<file path="config.mk">
export PLATFORM = sky130hd
export DESIGN_NAME = addsub_operand_sequencer
export DESIGN_NICKNAME = d
export VERILOG_FILES = /design/src/rtl/addsub_pkg.sv /design/src/rtl/settle_timer.sv /design/src/rtl/addsub_operand_sequencer.sv
export SDC_FILE = /design/constraint.sdc
export NUM_CORES = 1
export LEC_CHECK = 0
export ABC_AREA = 1
export BUFFER_PORTS_ARGS = -buffer_cell sky130_fd_sc_hd__clkbuf_2
export CORE_ASPECT_RATIO = 1.4
export CORE_MARGIN = 4
export CORE_UTILIZATION = 41
export CTS_BUF_LIST = sky130_fd_sc_hd__clkbuf_8 sky130_fd_sc_hd__clkbuf_16
export DETAILED_ROUTE_END_ITERATION = 10
export GPL_TIMING_DRIVEN = 1
export PLACE_DENSITY = 0.72
export RECOVER_POWER = 100
export SETUP_SLACK_MARGIN = 0.3
export SLEW_MARGIN = 20
export SYNTH_ARGS = -nofsm -noshare
export SYNTH_HDL_FRONTEND = slang
export SYNTH_SLANG_ARGS = --single-unit
export TNS_END_PERCENT = 20
</file>
<file path="constraint.sdc">
create_clock -name clk -period 2 [get_ports clk]
set_input_delay 0 -clock clk [delete_from_list [all_inputs] [get_ports clk]]
set_output_delay 0 -clock clk [all_outputs]
set_load 0.02 [all_outputs]
</file>
<file path="src/rtl/addsub_pkg.sv">
// Shared definitions for the add/subtract operand sequencer and its adder-side neighbours.
// Holds the FSM state encoding and the add/sub select codes.
package addsub_pkg;

    typedef enum logic [1:0] {
        S_IDLE   = 2'd0,
        S_HAVE_X = 2'd1,
        S_SETTLE = 2'd2,
        S_DONE   = 2'd3
    } state_e;

    localparam logic OP_ADD = 1'b0;
    localparam logic OP_SUB = 1'b1;

endpackage

</file>
<file path="src/rtl/settle_timer.sv">
// Loadable down-counter with a zero flag.
// Used to hold a timed stage for a fixed number of cycles.
module settle_timer #(
    parameter int WIDTH = 2
) (
    input  logic             clk,
    input  logic             reset,
    input  logic             load,
    input  logic [WIDTH-1:0] load_val,
    input  logic             dec,
    output logic             zero
);

    logic [WIDTH-1:0] cnt_q, cnt_d;

    always_comb begin
        cnt_d = cnt_q;
        if (load) begin
            cnt_d = load_val;
        end else if (dec && (cnt_q != '0)) begin
            cnt_d = cnt_q - 1'b1;
        end
    end

    always_ff @(posedge clk) begin
        if (reset) begin
            cnt_q <= '0;
        end else begin
            cnt_q <= cnt_d;
        end
    end

    assign zero = (cnt_q == '0);

endmodule

</file>
<file path="src/rtl/addsub_operand_sequencer.sv">
// Operand capture, adder settle wait and result hold for the W-bit add/sub ripple adder.
// Two operands arrive on a shared bus; the registered result is held until acknowledged.
module addsub_operand_sequencer
    import addsub_pkg::*;
#(
    parameter int W             = 6,
    parameter int SETTLE_CYCLES = 2
) (
    input  logic         clk,
    input  logic         reset,
    input  logic [W-1:0] din,
    input  logic         load,
    input  logic         sel_in,
    output logic [W-1:0] x_out,
    output logic [W-1:0] y_out,
    output logic         sel_out,
    input  logic [W-1:0] sum_in,
    input  logic         ovf_in,
    input  logic         cout_in,
    output logic         busy,
    output logic [W-1:0] result,
    output logic         result_ovf,
    output logic         result_cout,
    output logic         result_valid,
    input  logic         result_ack
);

    localparam int CNT_W = $clog2(SETTLE_CYCLES) + 1;
    localparam logic [CNT_W-1:0] SETTLE_INIT = CNT_W'(SETTLE_CYCLES - 1);

    state_e       state_q, state_d;
    logic [W-1:0] x_q, x_d;
    logic [W-1:0] y_q, y_d;
    logic         sel_q, sel_d;
    logic [W-1:0] res_q, res_d;
    logic         res_ovf_q, res_ovf_d;
    logic         res_cout_q, res_cout_d;
    logic         valid_q, valid_d;

    logic tmr_load;
    logic tmr_dec;
    logic tmr_zero;

    settle_timer #(
        .WIDTH (CNT_W)
    ) u_settle_timer (
        .clk      (clk),
        .reset    (reset),
        .load     (tmr_load),
        .load_val (SETTLE_INIT),
        .dec      (tmr_dec),
        .zero     (tmr_zero)
    );

    always_comb begin
        state_d    = state_q;
        x_d        = x_q;
        y_d        = y_q;
        sel_d      = sel_q;
        res_d      = res_q;
        res_ovf_d  = res_ovf_q;
        res_cout_d = res_cout_q;
        valid_d    = valid_q;
        tmr_load   = 1'b0;
        tmr_dec    = 1'b0;

        case (state_q)
            S_IDLE: begin
                if (load) begin
                    x_d     = din;
                    state_d = S_HAVE_X;
                end
            end
            S_HAVE_X: begin
                if (load) begin
                    y_d      = din;
                    sel_d    = (sel_in == OP_SUB) ? OP_SUB : OP_ADD;
                    tmr_load = 1'b1;
                    state_d  = S_SETTLE;
                end
            end
            S_SETTLE: begin
                // Adder inputs have been stable for SETTLE_CYCLES edges once the timer hits zero.
                if (tmr_zero) begin
                    res_d      = sum_in;
                    res_ovf_d  = ovf_in;
                    res_cout_d = cout_in;
                    valid_d    = 1'b1;
                    state_d    = S_DONE;
                end else begin
                    tmr_dec = 1'b1;
                end
            end
            S_DONE: begin
                if (result_ack) begin
                    valid_d = 1'b0;
                    state_d = S_IDLE;
                end
            end
            default: begin
                state_d = S_IDLE;
            end
        endcase
    end

    always_ff @(posedge clk) begin
        if (reset) begin
            state_q    <= S_IDLE;
            x_q        <= '0;
            y_q        <= '0;
            sel_q      <= 1'b0;
            res_q      <= '0;
            res_ovf_q  <= 1'b0;
            res_cout_q <= 1'b0;
            valid_q    <= 1'b0;
        end else begin
            state_q    <= state_d;
            x_q        <= x_d;
            y_q        <= y_d;
            sel_q      <= sel_d;
            res_q      <= res_d;
            res_ovf_q  <= res_ovf_d;
            res_cout_q <= res_cout_d;
            valid_q    <= valid_d;
        end
    end

    assign x_out        = x_q;
    assign y_out        = y_q;
    assign sel_out      = sel_q;
    assign busy         = (state_q == S_SETTLE) || (state_q == S_DONE);
    assign result       = res_q;
    assign result_ovf   = res_ovf_q;
    assign result_cout  = res_cout_q;
    assign result_valid = valid_q;

endmodule

</file>
==> results.cfg <==
[drt]
first_iter_violations = 28
postRouteAntennaNets = 0
viasPerCell = 4.55
wl_per_cell_um = 11.1
vias = 1033
drt_drc_violations_left = 0
routed_wl_mm = 2.51
dr.pass1.iters = 4

[finish]
syn_to_final_growth_pct = 31.9
fin_area_um2 = 1430
drive_above_1_share_pct = 15.5
fin_util_pct = 57.8
n_antenna_cell = 0
layout.nets = 219

[sta]
final.setup.tns_ps = 0
period_minus_slack_ps = 1490
rsz0062_at_grt = false
setup_viol = 0
holdWs_ps = 3.67
slew_viol_final = 0
slew_headroom_pct = 76.9
setup_ws_ps = 508
hold_viol = 0
finalClockSkew_ps = 2.43
min_period_over_period_pct = 74.6
worst_pin_slew_ps = 346
max_freq_ghz = 0.670

[clock_tree]
clockBufferDepth = 2
post_cts_buffers = 0
clk_latency_ps = 260
clockRootBuffer = clkbuf_8
cts_buffers = 3
cts_num_sinks = 26
path_clk_slew_ps = 90
cts_tree = yes
htreeDepth = 1

[critical_path]
cp.arrival_ps = 1640
required_ps = 2150
critPathMaxFanout = 9
worst_setup_path_start_kind = flip-flop
end_kind = flip-flop
cp_slowest_stage_delay_ps = 390
criticalPathCategory = reg2reg
slowest_stage = dfxtp_1
crit_chain = inv_1 > ha_1 > nand2_1 > inv_1 > a21oi_1 > a21oi_1

[synthesis]
ys_ff_latch = 26
syn_inst = 142
ys_seq_area_share_pct = 48.1
synth_fp_nets = 167
postSynthAreaPerCell_um2 = 7.61
yosysWarnings = 0
ys_types = 17
netlist_area_um2 = 1080

[placement]
place_area_um2 = 1320
gp_congestion = 0.743
place_ws_ps = 681
hpwl_mm = 1.85
io_buffers = 41

[floorplanning]
die_h_um = 68.8
start_util_pct = 43.8
std_cell_rows = 21
core_um2 = 2470
die_w_um = 51.4
io_pins = 42
fp.dieArea_um2 = 3530

[global_routing]
grt_pass1_vias = 941
grt_pass1_wl_mm = 3.88
grt_max_degree = 25
antenna_found_initial = 0
grt_use_total_pct = 14.5
grt-ovfl-total = 0

[pwr]
vdd_drop_max_v = 0.000814
p_leak_nw = 0.644
power.density_nw_per_um2 = 1410

[worst_hold_path]
hp-class = in2reg

[run_status]
status = complete, no violations

[flow_run]
max_cap_violations = 0
flip-flops by register name, summed over array words and instances (netlist names):
signal	flops
u_settle_timer.cnt_q	2
result	6
state_q	2
result_cout	1
result_valid	1
result_ovf	1
y_out	6
x_out	6
sel_out	1
through the flow:
stage	cells	total power, mW
floorplan	142	1.40
detailed placement	215	1.65
finish	227	2.02
CTS	227	2.09
global placement	215	1.62
global route	227	2.17
kinds of logic (layout without fill, tap and decap cells):
kind of cell | after synthesis | count (layout) | synth area share [%]
adder cells (fa/ha/maj) | 6 | 6 | 6.94
flip-flops | 26 | 26 | 48.1
AO/OA/AOI/OAI | 26 | 26 | 13.3
AND/OR/NAND/NOR | 67 | 67 | 25.0
buffers and inverters | 17 | 68 | 6.60
cells in the final DEF, fill, tap and decap left out, types with 2 or more instances in the layout:
cell           instances
nor2_1                50
dfxtp_1               26
clkbuf_1              23
clkbuf_2              18
o21ai_0               14
nand2_1               12
inv_1                 10
dlygate4sd3_1          8
o21ai_1                7
ha_1                   6
inv_2                  4
nand3_1                3
clkbuf_8               3
a21oi_1                2
area by class of cell:
class	count	area, um^2
multi-input cells	99	474
flip-flops and latches	26	520
clock buffers	3	41.3
well taps	34	42.5
inverters	15	61.3
repair buffers	49	256
fillers	266	1040
clock inverters	1	30.0
synthesized netlist by cell type, drive strengths merged:
cell / number / area share (%)
a21oi: 3 / 1.7
inv: 14 / 4.9
clkinv: 1 / 0.81
nand3: 3 / 1.4
nand2: 13 / 5.7
nor2: 51 / 18
ha: 6 / 6.9
o21bai: 1 / 0.69
dfxtp: 26 / 48
o21ai: 21 / 9.7
a211oi: 1 / 1.2
clkbuf: 2 / 0.93
worst paths after layout:
check	from	to	slack, ps	cells past startpoint
max reg2reg	state_q[1]$_SDFFE_PP0P_	u_settle_timer.cnt_q[0]$_SDFFE_PP0P_	510	6
min reg2reg	result_valid$_SDFFE_PP0P_	result_valid$_SDFFE_PP0P_	480	2
max	state_q[1]$_SDFFE_PP0P_	u_settle_timer.cnt_q[0]$_SDFFE_PP0P_	510	6
min	din[0]	y_out[0]$_SDFFE_PP0P_	4	3
layer usage:
metal / track usage (%) / wire, um / vias up
met3: 2.58 / 156 / 4
li1: - / - / 546
met1: 16.3 / 1000 / 453
met4: 6.89 / 38 / 0
met5: 0 / 0 / -
met2: 26.1 / 1310 / 30
worst max-delay path, delay by kind of cell, from the launching register on:
| family | cells | cell delay (ps) |
|---|---|---|
| AND/OR/NAND/NOR | 1 | 230 |
| buffers and inverters | 2 | 300 |
| adder cells (fa/ha/maj) | 1 | 210 |
| AO/OA/AOI/OAI | 2 | 240 |
| flip-flops | 1 | 390 |
report_power, final:
group | total [mW] | switching [mW] | internal [mW]
Sequential | 0.758 | 0.0868 | 0.671
Combinational | 0.835 | 0.566 | 0.269
Clock | 0.423 | 0.156 | 0.267
repair_timing:
item                                   4_1_cts  5_1_grt
setup endpoints to repair                    0        0
hold buffers                                 8        0
endpoints found under the hold margin        9        0
resized for setup                            0        0
Note: power is estimated with default switching activity, not from simulation.
